==> config.mk <==
export PLATFORM = sky130hd
export DESIGN_NAME = pmem_write_buffer
export DESIGN_NICKNAME = d
export VERILOG_FILES = /design/src/rtl/pmem_write_buffer.sv
export SDC_FILE = /design/constraint.sdc
export NUM_CORES = 1
export LEC_CHECK = 0
export CAP_MARGIN = 20
export CORE_MARGIN = 8
export CORE_UTILIZATION = 57
export CTS_CLUSTER_DIAMETER = 100
export DETAILED_ROUTE_END_ITERATION = 6
export GPL_TIMING_DRIVEN = 0
export PLACE_DENSITY = 0.85
export SYNTH_ARGS = -nofsm -noshare
export SYNTH_HDL_FRONTEND = slang
export SYNTH_SLANG_ARGS = --single-unit
==> constraint.sdc <==
create_clock -name clk -period 14.2 [get_ports clk]
set_clock_uncertainty 0.1 [all_clocks]
set_input_delay 1.42 -clock clk [delete_from_list [all_inputs] [get_ports clk]]
set_output_delay 1.42 -clock clk [all_outputs]
set_load 0.005 [all_outputs]
==> src/rtl/pmem_write_buffer.sv <==
// pmem_write_buffer: line-granular FIFO write buffer between the victim cache and physical memory (WB_COALESCE_EN merges same-tag writes in place).
// Latency: a write accept or read hit responds the cycle after IDLE sees it; a read miss responds the cycle after pmem_resp.
// Backpressure: requests are level-held and wait out any drain or memory read in flight; a write to a full buffer waits through one drain.
module pmem_write_buffer #(
    parameter int DEPTH = 4
) (
    input  logic         clk,
    input  logic         rst_n,
    input  logic         read,
    input  logic         write,
    input  logic [15:0]  address,
    input  logic [127:0] wdata,
    output logic         resp,
    output logic [127:0] rdata,
    output logic         pmem_read,
    output logic         pmem_write,
    output logic [15:0]  pmem_address,
    output logic [127:0] pmem_wdata,
    input  logic         pmem_resp,
    input  logic [127:0] pmem_rdata
);
    localparam int AW = $clog2(DEPTH);
    localparam int CW = AW + 1;

    typedef enum logic [1:0] {IDLE, RESP, PMEM_READ, DRAIN} state_t;

    state_t        r_state;
    state_t        w_state_nxt;

    logic [11:0]   r_tag  [DEPTH];
    logic [127:0]  r_line [DEPTH];
    logic [AW-1:0] r_head;
    logic [AW-1:0] r_tail;
    logic [CW-1:0] r_count;
    logic [127:0]  r_rdata;
    logic [11:0]   r_rd_tag;

    logic [11:0]   w_req_tag;
    logic          w_hit;
    logic [AW-1:0] w_hit_idx;
    logic          w_full;
    logic          w_coal_hit;
    logic          w_push;
    logic          w_coal;
    logic          w_pop;
    logic          w_ld_hit;
    logic          w_ld_mem;
    logic          w_ld_tag;
    logic          w_unused_addr;

    // The low nibble only selects a word inside the line; lines are moved whole.
    assign w_unused_addr = ^address[3:0];
    assign w_req_tag     = address[15:4];
    assign w_full        = (r_count == CW'(DEPTH));

`ifdef WB_COALESCE_EN
    assign w_coal_hit = w_hit;
`else
    assign w_coal_hit = 1'b0;
`endif

    // Tag search from oldest to youngest so the youngest valid match wins.
    always_comb begin
        w_hit     = 1'b0;
        w_hit_idx = r_head;
        for (int i = 0; i < DEPTH; i++) begin
            if ((CW'(i) < r_count) && (r_tag[r_head + AW'(i)] == w_req_tag)) begin
                w_hit     = 1'b1;
                w_hit_idx = r_head + AW'(i);
            end
        end
    end

    // State register.
    always_ff @(posedge clk or negedge rst_n) begin
        if (!rst_n) begin
            r_state <= IDLE;
        end else begin
            r_state <= w_state_nxt;
        end
    end

    // Next state, datapath enables, and handshake outputs decoded from state.
    always_comb begin
        w_state_nxt = r_state;
        w_push      = 1'b0;
        w_coal      = 1'b0;
        w_pop       = 1'b0;
        w_ld_hit    = 1'b0;
        w_ld_mem    = 1'b0;
        w_ld_tag    = 1'b0;
        resp        = 1'b0;
        pmem_read   = 1'b0;
        pmem_write  = 1'b0;
        case (r_state)
            IDLE: begin
                if (read && w_hit) begin
                    w_ld_hit    = 1'b1;
                    w_state_nxt = RESP;
                end else if (write && !read && (w_coal_hit || !w_full)) begin
                    w_push      = !w_coal_hit;
                    w_coal      = w_coal_hit;
                    w_state_nxt = RESP;
                end else if (read) begin
                    w_ld_tag    = 1'b1;
                    w_state_nxt = PMEM_READ;
                end else if (write) begin
                    // Full: free one slot, then the held write is accepted.
                    w_state_nxt = DRAIN;
                end else if (r_count != '0) begin
                    w_state_nxt = DRAIN;
                end
            end
            RESP: begin
                resp        = 1'b1;
                w_state_nxt = IDLE;
            end
            PMEM_READ: begin
                pmem_read = 1'b1;
                if (pmem_resp) begin
                    w_ld_mem    = 1'b1;
                    w_state_nxt = RESP;
                end
            end
            DRAIN: begin
                pmem_write = 1'b1;
                if (pmem_resp) begin
                    w_pop       = 1'b1;
                    w_state_nxt = IDLE;
                end
            end
            default: w_state_nxt = IDLE;
        endcase
    end

    // Queue pointers and occupancy; reset discards every buffered line.
    always_ff @(posedge clk or negedge rst_n) begin
        if (!rst_n) begin
            r_head  <= '0;
            r_tail  <= '0;
            r_count <= '0;
        end else if (w_push) begin
            r_tail  <= r_tail + AW'(1);
            r_count <= r_count + CW'(1);
        end else if (w_pop) begin
            r_head  <= r_head + AW'(1);
            r_count <= r_count - CW'(1);
        end
    end

    // Line storage: append at tail on allocate, overwrite youngest match on coalesce.
    always_ff @(posedge clk) begin
        if (w_push) begin
            r_tag[r_tail]  <= w_req_tag;
            r_line[r_tail] <= wdata;
        end
        if (w_coal) begin
            r_line[w_hit_idx] <= wdata;
        end
    end

    // Read return data and the latched miss tag that drives the memory read address.
    always_ff @(posedge clk or negedge rst_n) begin
        if (!rst_n) begin
            r_rdata  <= '0;
            r_rd_tag <= '0;
        end else begin
            if (w_ld_hit) begin
                r_rdata <= r_line[w_hit_idx];
            end else if (w_ld_mem) begin
                r_rdata <= pmem_rdata;
            end
            if (w_ld_tag) begin
                r_rd_tag <= w_req_tag;
            end
        end
    end

    assign rdata        = r_rdata;
    assign pmem_address = (r_state == DRAIN) ? {r_tag[r_head], 4'b0000} : {r_rd_tag, 4'b0000};
    assign pmem_wdata   = r_line[r_head];

endmodule
==> results of run 1 <==
[registers in the layout, indices dropped and copies added, names as in the netlist]
register  flops
r_rd_tag     12
r_tag        48
r_tail        2
rdata       128
r_line      512
r_head        2
r_state       2
r_count       3
[stage by stage]
step,cells,power (mW)
global route,3198,8.389
CTS,3179,8.111
finish,3202,8.096
global placement,3035,6.171
floorplan,1744,4.585
detailed placement,3045,6.207
[routing by layer]
| metal | vias to the layer above | track usage | routed length [um] |
|---|---|---|---|
| li1 | 8584 | - | - |
| met1 | 10710 | 0.3708 | 34700 |
| met2 | 1227 | 0.4824 | 47910 |
| met3 | 273 | 0.08068 | 9718 |
| met4 | 14 | 0.1524 | 4926 |
| met5 | - | 0 | 96 |
[kinds of logic after synthesis]
group,synth area share
AOI/OAI and AO/OA,0.08710
xor gates and xnor gates,0.01570
adders and majority gates,0.003156
buffers and inverters,0.02568
DFF,0.6478
muxes,0.2101
other,0.0001182
and+or+nand+nor,0.01034
[synth_stat cells (all sizes together), types with 2 or more instances]
cell type,count
a21oi,2
nor2,4
mux2i,289
edfxtp,560
nand4,5
o22ai,128
and4,2
o21ai,18
buf,104
nor3,5
mux2,25
dfrtp,149
nor2b,3
xnor2,41
nand3,4
and3,2
mux4,155
and2,4
a21o,3
xor2,15
nor4,5
clkbuf,44
ha,8
a221oi,128
nand2,21
inv,6
[worst max-delay path by stage]
stage / cells past startpoint / slack [ps] / from / to
after floorplan: 3 / 8400 / read / r_line[0][0]
after global placement: 1 / 3890 / rst_n / rdata[110]
after detailed placement: 7 / 8250 / r_head[1] / pmem_wdata[59]
after CTS: 7 / 7600 / r_head[1] / pmem_wdata[59]
after global routing: 8 / 7770 / r_head[1] / pmem_wdata[60]
final: 8 / 8080 / r_head[1] / pmem_wdata[59]
[power by group through the flow]
stage / logic (mW) / clock network (mW) / registers [mW]
2_1_floorplan: 1.82 / 0 / 2.76
3_3_place_gp: 3.36 / 0 / 2.81
3_5_place_dp: 3.42 / 0 / 2.79
4_1_cts: 3.45 / 1.90 / 2.76
5_1_grt: 3.62 / 1.98 / 2.79
6_report: 3.45 / 1.88 / 2.77
[area by class of cell]
type | instances | area [um2] | area share
Multi-Input combinational cell | 881 | 10380 | 0.2545
Buffer | 148 | 793.3 | 0.01945
Sequential cell | 709 | 20540 | 0.5037
Clock inverter | 35 | 370.4 | 0.009081
Tap cell | 748 | 935.9 | 0.02295
Antenna cell | 22 | 55.05 | 0.001350
Inverter | 6 | 22.52 | 0.0005522
Timing Repair Buffer | 554 | 5718 | 0.1402
Clock buffer | 99 | 1966 | 0.04820
==> flow_summary_export.csv, run 1 <==
group,metric,value,unit
grt,grt_pass1_vias,21820,
detailed_routing,vias_per_cell,6.499,
timing,fin_ws,8081,ps
die,start_util,0.5757,
logic_synthesis,yosysWarnings,0,
pwr,p_clk_frac,0.232,
worst_hold_path,min_from,"r_rd_tag[6]",
die,die_w,251.9,um
pwr,powerDensity,198.5,mW/mm2
placement,gp_congestion,0.8862,
placement,io_buffers,543,
timing,finalSetupViolations,0,
pwr,sequentialPowerShare,0.342,
final_layout,layout.nets,2657,
flow_run,maxCapViolations,0,
setup_path,rr_endpoint,"rdata[64]",
clocking,cts_tree,"yes",
clocking,htreeDepth,3,
grt,grt-ovfl-total,0,
setup_path,arrival,4600,ps
timing,final.setup.tns,0,ps
clocking,numCtsBuffers,72,
timing,fin_crit,6119,ps
timing,rsz0062_at_grt,"no",
timing,fin_crit_sh,0.4309,
pwr,p_sw,2.661,mW
grt,antenna_found_initial,30,
die,die_h,251.9,um
clocking,clk_latency,620,ps
setup_path,r2r_cells,13,
setup_path,crit_buf_inv,7,
logic_synthesis,synth-edff-count,560,
final_layout,nFillCells,3279,
final_layout,layout-drive-gt1-share,0.1994,
worst_hold_path,hp-class,"reg -> reg",
pwr,cellInternalPower,5.435,mW
logic_synthesis,syn_inst,1741,
timing,slew_viol_final,0,
setup_path,critical_path.max_stage_delay,750,ps
timing,whs,387.9,ps
detailed_routing,routedWlPerCell,30.40,um
setup_path,crit_required,12680,ps
logic_synthesis,yosys_most_used_dff,"edfxtp_1",
final_layout,final_common_cell,"edfxtp_1",
logic_synthesis,synth_top_area_frac,0.5302,
grt,grt_max_degree,78,
worst_hold_path,hold_depth,1,
detailed_routing,via_count,20810,
logic_synthesis,synthArstFlopShare,0.2102,
final_layout,syn_to_final_growth,28.59,%
outcome,status,"finished clean",
logic_synthesis,synth_top_cell_by_area,"edfxtp_1",
clocking,cts.reportedPaths.clkPinSlew,60,ps
final_layout,design_area,0.04078,mm2
die,core,0.05509,mm2
clocking,clock_path_buffers,3,
setup_path,crit_fanout,10,
timing,fmax,0.1634,GHz
pwr,peakVddDrop,0.1242,mV
detailed_routing,ant_nets,0,
detailed_routing,first_pass_iters,5,
detailed_routing,drt_iter0_drc,1887,
logic_synthesis,netlist_area,0.03172,mm2
clocking,postCtsSetupRepairBufs,0,
die,die-area,0.06345,mm2
detailed_routing,drc_errors,0,
logic_synthesis,synthDistinctLibCells,47,
pwr,swShare,0.3286,
die,io_pins,552,
logic_synthesis,yosys-top-cells-area,"edfxtp_1 (53%), dfrtp_1 (12%), mux4_2 (11%)",
timing,relSlewSlack,0.2562,
detailed_routing,postRouteWirelength,97.35,mm
setup_path,crit_type,"reg -> out",
pwr,leakage,14.48,nW
final_layout,final_cell_mix,"edfxtp_1 (560), clkdlybuf4s50_1 (542), mux2i_1 (289)",
logic_synthesis,ys_ff_latch,709,
die,rows,86,
logic_synthesis,ys_seq_area_frac,0.6478,
setup_path,crit_chain,"buf_2 > buf_2 > clkbuf_1 > clkbuf_1 > buf_8 > buf_1 > mux4_2 > clkdlybuf4s50_1",
clocking,cts_resized,0,
setup_path,reg2reg_setup_slack,9440,ps
placement,hpwlAfterDp,66.13,mm
logic_synthesis,synth_area_per_cell,18.22,um2
setup_path,crit_slowest_cell,"buf_1",
setup_path,crit_path_end_kind,"output pin",
setup_path,reg2reg_from,"r_head[0]",
placement,placed_cell_area,0.03838,mm2
grt,grt_usage,0.2985,
clocking,cts.sinks,709,
final_layout,final_core_util,0.7403,
clocking,holdBufCountCts,0,
grt,grt_pass1_wl,141.3,mm
placement,dp_slack,8252,ps
timing,finalHoldViolCount,0,
timing,worst_slew_pin_slew,1116,ps
clocking,cts-root-buf,"clkbuf_16",
setup_path,cp-start-kind,"register",
worst_hold_path,min_to,"r_rd_tag[6]",
pwr,p_comb_frac,0.426,
setup_path,cp_top_family,"buffers and inverters",
Power figures use the tool's default switching activity.
==> inputs of run 2 (changes only) <==
--- a/config.mk
+++ b/config.mk
@@ -7,11 +7,11 @@
 export LEC_CHECK = 0
 export CAP_MARGIN = 20
 export CORE_MARGIN = 8
-export CORE_UTILIZATION = 57
+export CORE_UTILIZATION = 53
 export CTS_CLUSTER_DIAMETER = 100
 export DETAILED_ROUTE_END_ITERATION = 6
 export GPL_TIMING_DRIVEN = 0
-export PLACE_DENSITY = 0.85
+export PLACE_DENSITY = 0.8
 export SYNTH_ARGS = -nofsm -noshare
 export SYNTH_HDL_FRONTEND = slang
 export SYNTH_SLANG_ARGS = --single-unit
==> constraint.sdc (replaced) <==
create_clock -name clk -period 5.9 [get_ports clk]
set_clock_uncertainty 0.1 [all_clocks]
set_input_delay 0.59 -clock clk [delete_from_list [all_inputs] [get_ports clk]]
set_output_delay 0.59 -clock clk [all_outputs]
set_load 0.005 [all_outputs]
==> run 2 against run 1 <==
Largest power group unchanged. Utilization decreased by 4.7 points. Setup slack lost 7700 ps. Largest cell class unchanged. Hold slack better by 4.6 ps. Sequential cell count unchanged. Critical endpoint is now pmem_wdata[86]. Sequential power up 140%.
==> flow_summary_export.csv, run 2 (same netlist as run 1, synthesis figures left out) <==
group,metric,value,unit
final_layout,layout-drive-gt1-share,0.2023,
grt,top_usage_layer,"met2",
clocking,postCtsSetupRepairBufs,0,
grt,gr-usage-met2,0.4871,
timing,fin_crit,5502,ps
setup_path,reg2reg_setup_slack,1050,ps
final_layout,design_area,0.04099,mm2
flow_run,maxCapViolations,0,
pwr,leakage,14.56,nW
setup_path,cp-start-kind,"register",
clocking,cts_tree,"yes",
timing,rsz0062_at_grt,"no",
clocking,cts.reportedPaths.clkPinSlew,60,ps
pwr,peakVddDrop,0.3134,mV
clocking,cts.sinks,709,
setup_path,crit_fanout,10,
final_layout,final_cell_mix,"edfxtp_1 (560), clkdlybuf4s50_1 (542), mux2i_1 (289)",
placement,hpwlAfterDp,68.62,mm
setup_path,arrival,4810,ps
outcome,status,"finished clean",
pwr,powerDensity,479.6,mW/mm2
clocking,clk_latency,620,ps
detailed_routing,via_count,20640,
setup_path,crit_path_end_kind,"output pin",
detailed_routing,first_pass_iters,5,
detailed_routing,routedWlPerCell,30.81,um
final_layout,largest-register,"r_line",
worst_hold_path,min_to,"r_rd_tag[3]",
detailed_routing,postRouteWirelength,99.54,mm
clocking,cts-root-buf,"clkbuf_16",
timing,fin_crit_sh,0.9326,
setup_path,reg2reg_from,"r_head[1]",
grt,antenna_found_initial,26,
worst_hold_path,min_from,"r_rd_tag[3]",
grt,use_met1,0.3502,
detailed_routing,drt_iter0_drc,1914,
grt,grt_pass1_wl,144.4,mm
final_layout,layout.nets,2665,
setup_path,crit_required,5210,ps
timing,relSlewSlack,0.2077,
grt,grt.met3_usage,0.08596,
grt,grt_pass1_vias,21660,
clocking,htreeDepth,3,
placement,gp_congestion,0.9005,
grt,grt_max_degree,89,
die,die-area,0.06793,mm2
clocking,cts_resized,0,
detailed_routing,drc_errors,0,
timing,worst_slew_pin_slew,1188,ps
grt,grt-ovfl-total,0,
final_layout,nFillCells,3796,
final_layout,final_core_util,0.6932,
placement,io_buffers,543,
die,core,0.05913,mm2
timing,fmax,0.1817,GHz
worst_hold_path,hp-class,"reg -> reg",
timing,slew_viol_final,0,
final_layout,final_common_cell,"edfxtp_1",
detailed_routing,ant_nets,0,
timing,whs,392.5,ps
timing,finalSetupViolations,0,
die,die_w,260.6,um
final_layout,syn_to_final_growth,29.24,%
worst_hold_path,hold_depth,1,
setup_path,crit_type,"reg -> out",
clocking,clock_path_buffers,3,
clocking,numCtsBuffers,74,
timing,finalHoldViolCount,0,
setup_path,r2r_cells,13,
die,rows,89,
placement,placed_cell_area,0.03850,mm2
setup_path,rr_endpoint,"rdata[60]",
final_layout,largest_register_ffs,512,
die,io_pins,552,
die,start_util,0.5364,
die,die_h,260.6,um
grt,grt_usage,0.2860,
detailed_routing,vias_per_cell,6.389,
-- run 2: changes by cell type in the layout (fill, tap and decap cells not counted), moves of 2 or more --
cell / delta
buf_12: +5
clkbuf_1: -2
clkbuf_16: +2
clkbuf_8: +5
clkinv_1: +2
clkinv_2: -5
clkinv_8: -2
clkinvlp_4: +2
diode_2: -6
inv_6: +2
-- run 2: where the power goes --
group	leakage [nW]	internal [mW]	switching, mW
Sequential	6.71	6.17	0.508
Clock	1.19	2.74	1.94
Combinational	6.66	4.30	4.01
Total	14.6	13.2	6.46
-- run 2: how the worst max path moves through the flow --
stage                           from              end  slack, ps  cells past startpoint
after floorplan           r_count[0]     r_line[0][0]        780                      6
after global placement         rst_n       rdata[111]      -3770                      1
after CTS                  r_head[1]  pmem_wdata[119]        270                      7
after detailed placement   r_head[1]  pmem_wdata[120]        960                      7
after global routing       r_head[1]   pmem_wdata[60]        140                      8
final                      r_head[1]   pmem_wdata[86]        400                      8
-- run 2: area by class of cell --
cell class	count	area (um2)	area share
clock inverter	35	361.6	0.008821
antenna	16	40.04	0.0009767
sequential	709	20540	0.5012
buffer	148	792.0	0.01932
inverter	6	22.52	0.0005494
clock buffer	103	2073	0.05058
tap	773	967.2	0.02359
timing repair buffer	560	5812	0.1418
multi-input combinational	881	10380	0.2532
-- run 2: per-stage QoR --
stage           TNS, ps  total power, mW  setup slack [ps]  instances
2_1_floorplan         0            11.03             775.7       1744
3_3_place_gp   -2153290            14.92             -3774       3060
3_5_place_dp          0            14.99             961.6       3075
4_1_cts               0            19.73             270.8       3214
5_1_grt               0            20.39             138.3       3223
6_report              0            19.66             397.8       3231
-- run 2: what timing repair did --
item | in CTS | in global routing
hold endpoints to repair | 61 | 0
endpoints found under the setup margin | 0 | 0
hold buffers | 1 | 0
-- run 2: worst max-delay path, stage by stage (launching register included) --
cell and delay, ps:
dfrtp_1 360, buf_2 320, buf_2 350, clkbuf_1 430
clkbuf_1 560, buf_8 240, buf_1 800, mux4_2 630
clkdlybuf4s50_1 500
-- run 2: metal layers --
metal / vias to the layer above / part of all wire / wire length [um]
met5: - / 0.0014 / 143
met4: 22 / 0.029 / 2882
met3: 185 / 0.098 / 9761
met2: 1091 / 0.50 / 50060
met1: 10760 / 0.37 / 36690
li1: 8586 / - / -
==> variant 1 (flow settings as in run 2) <==
Set the parameter `DEPTH` to 2 (it was 4).
--- a/src/rtl/pmem_write_buffer.sv
+++ b/src/rtl/pmem_write_buffer.sv
@@ -2,7 +2,7 @@
 // Latency: a write accept or read hit responds the cycle after IDLE sees it; a read miss responds the cycle after pmem_resp.
 // Backpressure: requests are level-held and wait out any drain or memory read in flight; a write to a full buffer waits through one drain.
 module pmem_write_buffer #(
-    parameter int DEPTH = 4
+    parameter int DEPTH = 2
 ) (
     input  logic         clk,
     input  logic         rst_n,
Check against the original RTL: not settled (the Yosys comparison gave no result); the edit may change what the design does.
==> variant 1 against run 2 <==
Final cell count is 30% lower; sequential cell count is 283 lower; critical endpoint is now pmem_wdata[104]; sequential power is 36% lower; setup slack better by 0.98 ns; critical path type unchanged; first-iteration DRC count is 75% lower; via count is 40% lower; clock power is 40% lower; worst hold slack worse by 0.0011 ns; final area is 35% lower; total power is 39% lower; wire length is 40% lower; largest power group unchanged; critical path depth is 2 lower; area after synthesis is 41% lower.
==> variant 1: results (changes against run 2) <==
p_per_area_nw_per_um2: 453  # -5.6%
ys_top_cells_by_area: "edfxtp_1, mux2i_1, dfrtp_1, mux2_2, xnor2_1"
yosys-top-cells-count: "mux2i_1, edfxtp_1, dfrtp_1, mux2_2, clkbuf_1"
place_inst: 2155  # -30%
cp_slowest_cell: "clkbuf_1"
r2r-start: "r_head"
largest_register_ffs: 256  # -50%
clk_latency_ns: 0.55  # -0.07 ns
holdWs_ns: 0.391  # -0.00110 ns
seq_area_frac_synth_pct: 64.2  # -0.57 points
outcome: "complete, no violations"
yosysUniqueCellTypes: 35  # -26%
switchingPower_mw: 3.73  # -42%
holdPathEnd: "r_rd_tag[5]"
critPathCapture: "pmem_wdata[104]"
synth_edf_count: 280  # -50%
vias: 12399  # -40%
fin_cells: 2261  # -30%
worstMarginPinSlew_ns: 1.04  # -0.146 ns
synth-async-reset-ratio_pct: 34.3  # +13 points
grt_first_pass_wirelength_um: 86700  # -40%
routabilityCongestion: 0.844  # -6.3%
numCtsBuffers: 46  # -38%
netlist_instances: 1136  # -35%
wl_per_cell_um: 26.5  # -14%
## variant 1: logic make-up after synthesis
kind of cell               after synthesis  synth area share, %
DFF                                    426                 64.2
buffers and inverters                   73                 2.52
AOI/OAI and AO/OA                       19                0.646
adders and majority gates                3                0.200
muxes                                  548                 30.2
and+or+nand+nor                         38                0.946
other                                    1               0.0200
xor gates and xnor gates                28                 1.31
## variant 1: layer usage
layer / up-vias / track usage (%) / routed length, µm
met5: - / 0 / 94
met4: 14 / 15.8 / 3110
met3: 148 / 10.6 / 5530
met2: 503 / 46.6 / 30000
met1: 6184 / 30.4 / 21100
li1: 5550 / - / -
## variant 1: cell type report
class,count,share of cell area [%]
Tap cell,461,2.17
Clock buffer,69,4.96
Clock inverter,17,0.564
Antenna cell,19,0.179
Timing Repair Buffer,556,21.5
Inverter,5,0.0705
Sequential cell,426,45.3
Buffer,68,1.71
Multi-Input combinational cell,640,23.6
## variant 1: what timing repair did
action                                 CTS  global route
hold buffers                             1             0
buffers inserted                         0             0
endpoints found under the hold margin    7             0
==> variant 2 (flow settings as in run 2) <==
Made on the original files. Add an input register stage for `read`, `write`, `address`, `wdata`, `pmem_resp` and `pmem_rdata`, with the module's reset; this delays them by one clock. Comments in the files are not updated.
--- a/src/rtl/pmem_write_buffer.sv
+++ b/src/rtl/pmem_write_buffer.sv
@@ -24,6 +24,31 @@
 
     typedef enum logic [1:0] {IDLE, RESP, PMEM_READ, DRAIN} state_t;
 
+    logic read_q;
+    logic write_q;
+    logic [15:0] address_q;
+    logic [127:0] wdata_q;
+    logic pmem_resp_q;
+    logic [127:0] pmem_rdata_q;
+
+    always_ff @(posedge clk or negedge rst_n) begin
+        if (!rst_n) begin
+            read_q       <= '0;
+            write_q      <= '0;
+            address_q    <= '0;
+            wdata_q      <= '0;
+            pmem_resp_q  <= '0;
+            pmem_rdata_q <= '0;
+        end else begin
+            read_q       <= read;
+            write_q      <= write;
+            address_q    <= address;
+            wdata_q      <= wdata;
+            pmem_resp_q  <= pmem_resp;
+            pmem_rdata_q <= pmem_rdata;
+        end
+    end
+
     state_t        r_state;
     state_t        w_state_nxt;
 
@@ -49,8 +74,8 @@
     logic          w_unused_addr;
 
     // The low nibble only selects a word inside the line; lines are moved whole.
-    assign w_unused_addr = ^address[3:0];
-    assign w_req_tag     = address[15:4];
+    assign w_unused_addr = ^address_q[3:0];
+    assign w_req_tag     = address_q[15:4];
     assign w_full        = (r_count == CW'(DEPTH));
 
 `ifdef WB_COALESCE_EN
@@ -94,17 +119,17 @@
         pmem_write  = 1'b0;
         case (r_state)
             IDLE: begin
-                if (read && w_hit) begin
+                if (read_q && w_hit) begin
                     w_ld_hit    = 1'b1;
                     w_state_nxt = RESP;
-                end else if (write && !read && (w_coal_hit || !w_full)) begin
+                end else if (write_q && !read_q && (w_coal_hit || !w_full)) begin
                     w_push      = !w_coal_hit;
                     w_coal      = w_coal_hit;
                     w_state_nxt = RESP;
-                end else if (read) begin
+                end else if (read_q) begin
                     w_ld_tag    = 1'b1;
                     w_state_nxt = PMEM_READ;
-                end else if (write) begin
+                end else if (write_q) begin
                     // Full: free one slot, then the held write is accepted.
                     w_state_nxt = DRAIN;
                 end else if (r_count != '0) begin
@@ -117,14 +142,14 @@
             end
             PMEM_READ: begin
                 pmem_read = 1'b1;
-                if (pmem_resp) begin
+                if (pmem_resp_q) begin
                     w_ld_mem    = 1'b1;
                     w_state_nxt = RESP;
                 end
             end
             DRAIN: begin
                 pmem_write = 1'b1;
-                if (pmem_resp) begin
+                if (pmem_resp_q) begin
                     w_pop       = 1'b1;
                     w_state_nxt = IDLE;
                 end
@@ -152,10 +177,10 @@
     always_ff @(posedge clk) begin
         if (w_push) begin
             r_tag[r_tail]  <= w_req_tag;
-            r_line[r_tail] <= wdata;
+            r_line[r_tail] <= wdata_q;
         end
         if (w_coal) begin
-            r_line[w_hit_idx] <= wdata;
+            r_line[w_hit_idx] <= wdata_q;
         end
     end
 
@@ -168,7 +193,7 @@
             if (w_ld_hit) begin
                 r_rdata <= r_line[w_hit_idx];
             end else if (w_ld_mem) begin
-                r_rdata <= pmem_rdata;
+                r_rdata <= pmem_rdata_q;
             end
             if (w_ld_tag) begin
                 r_rd_tag <= w_req_tag;
Check against the original RTL: not equivalent (a bounded check fails within 4 cycles, from zero or initial values and one cycle with rst_n low).
==> variant 2 against run 2 <==
Wire length rose by 25%; total power up 21%; setup slack got worse by 0.18 ns; synthesized cell count grew 36%; final area increased by 23%; non-clock buffer count increased by 39; area after synthesis increased by 26%; sequential cell count grew 271; largest cell class unchanged; highest routed layer unchanged.
==> variant 2: results (changes against run 2) <==
outcome: "complete, no violations"
cts-root-buf: "clkbuf_16"
slew_headroom_pct: 23.2  # +2.4 points
leakage_nw: 18.8  # +29%
numCtsBuffers: 99  # +34%
first_global_vias: 27545  # +27%
peakVddDrop_mv: 0.316  # +0.69%
synth-async-reset-ratio_pct: 42.9  # +22 points
cp_slowest_cell: "nor2_2"
routed_wl_um: 125000  # +25%
place_inst: 3909  # +27%
holdCritPathClass: "in -> reg"
pre_cts_ws_ns: -0.125  # -1.09 ns
wl_per_cell_um: 30.3  # -1.6%
crit_arrival_ns: 6.09  # +1.28 ns
antenna_found_initial: 24  # -7.7%
yosys-top-cells-count: "edfxtp_1, dfrtp_1, mux2i_1, mux2_2, mux4_2"
first_pass_iters: 6  # +1
nets: 3325  # +25%
wl_met1_um: 46800  # +28%
n_fill_cell: 4812  # +27%
vias_per_cell: 6.34  # -0.78%
seq_area_frac_synth_pct: 68.5  # +3.7 points
grt_first_pass_wirelength_um: 184000  # +27%
cpPeakStageDelay_ns: 0.91  # +0.11 ns
ys_top_cells_by_area: "edfxtp_1, dfrtp_1, mux4_2, mux2_2, mux2i_1"
routed.top_layer: "met5"
clk_latency_ns: 0.67  # +0.05 ns
routabilityCongestion: 0.893  # -0.87%
yosysUniqueCellTypes: 59  # +26%
met2_length_um: 61300  # +22%
route.met3.wl_um: 10300  # +5.8%
synth.avg_cell_area_um2: 16.8  # -7.9%
finalCriticalPeriod_ns: 5.68  # +0.180 ns
drt-initial-drc-count: 2297  # +20%
postPlaceCellArea_um2: 47000  # +22%
track_usage_pct: 28.9  # +0.33 points
grt_max_degree: 117  # +31%
dp_hpwl_um: 85700  # +25%
## variant 2: changes by cell type in the layout (fill, tap and decap cells not counted), sizes merged, moves of 125 or more
| cell | change |
|---|---|
| dfrtp | +271 |
| mux2 | +128 |
| and3 | +130 |
| a221oi | -125 |
| a2111oi | +130 |
| a211oi | +132 |
| nor2 | +142 |
## variant 2: where the power goes
group	total [mW]	internal, mW	switching (mW)
Clock	6.44	3.75	2.70
Combinational	8.72	4.39	4.33
Sequential	8.71	8.14	0.568
## variant 2: area by class of cell
type | count | area [µm²] | share of cell area, %
tap | 969 | 1210 | 2.40
clock inverter | 54 | 673 | 1.33
clock buffer | 133 | 2720 | 5.38
buffer | 184 | 847 | 1.68
timing repair buffer | 563 | 5940 | 11.8
antenna | 22 | 55.1 | 0.109
sequential | 980 | 27300 | 54.1
inverter | 13 | 48.8 | 0.0966
multi-input combinational | 1200 | 11700 | 23.1
## variant 2: path summary, 6_finish.rpt
check	start	endpoint	depth (start not counted)	slack, ns
min in group asynchronous	rst_n	rdata[63]	2	0.33
min	wdata[8]	wdata_q[8]	1	0.24
min reg2reg	r_rd_tag[7]	r_rd_tag[7]	2	0.38
max	r_head[0]	rdata[96]	13	0.22
max reg2reg	r_head[0]	rdata[96]	13	0.22
max in group asynchronous	rst_n	pmem_rdata_q[9]	5	3.62
## variant 2: cells by family after synthesis
logic type	Yosys count	share of synthesized area (%)
DFF	980	68.5
muxes	471	17.1
and+or+nand+nor	342	4.38
AOI/OAI and AO/OA	328	6.46
buffers and inverters	199	2.24
xor gates and xnor gates	48	1.07
adders and majority gates	7	0.220
other	1	0.00940
## variant 2: per-layer routing
metal | vias up | track usage [%]
li1 | 10755 | -
met1 | 13518 | 36.3
met2 | 1527 | 47.4
met3 | 296 | 6.53
met4 | 8 | 14.5
met5 | - | 0
## variant 2: repair_timing
| item | 4_1_cts | 5_1_grt |
|---|---|---|
| endpoints found under the hold margin | 48 | 0 |
| gates resized for setup | 1 | 3 |
| pin swaps | 0 | 0 |
| setup endpoints to repair | 100 | 14 |
| hold buffers | 1 | 0 |
## variant 2: worst max-delay path, delay by kind of cell, from the launching register on
family	cells	cell delay, ns
flip-flops	1	0.31
AO/OA/AOI/OAI	4	0.76
multiplexers	1	0.45
XOR/XNOR	1	0.30
AND/OR/NAND/NOR	3	1.54
buffers and inverters	4	2.04
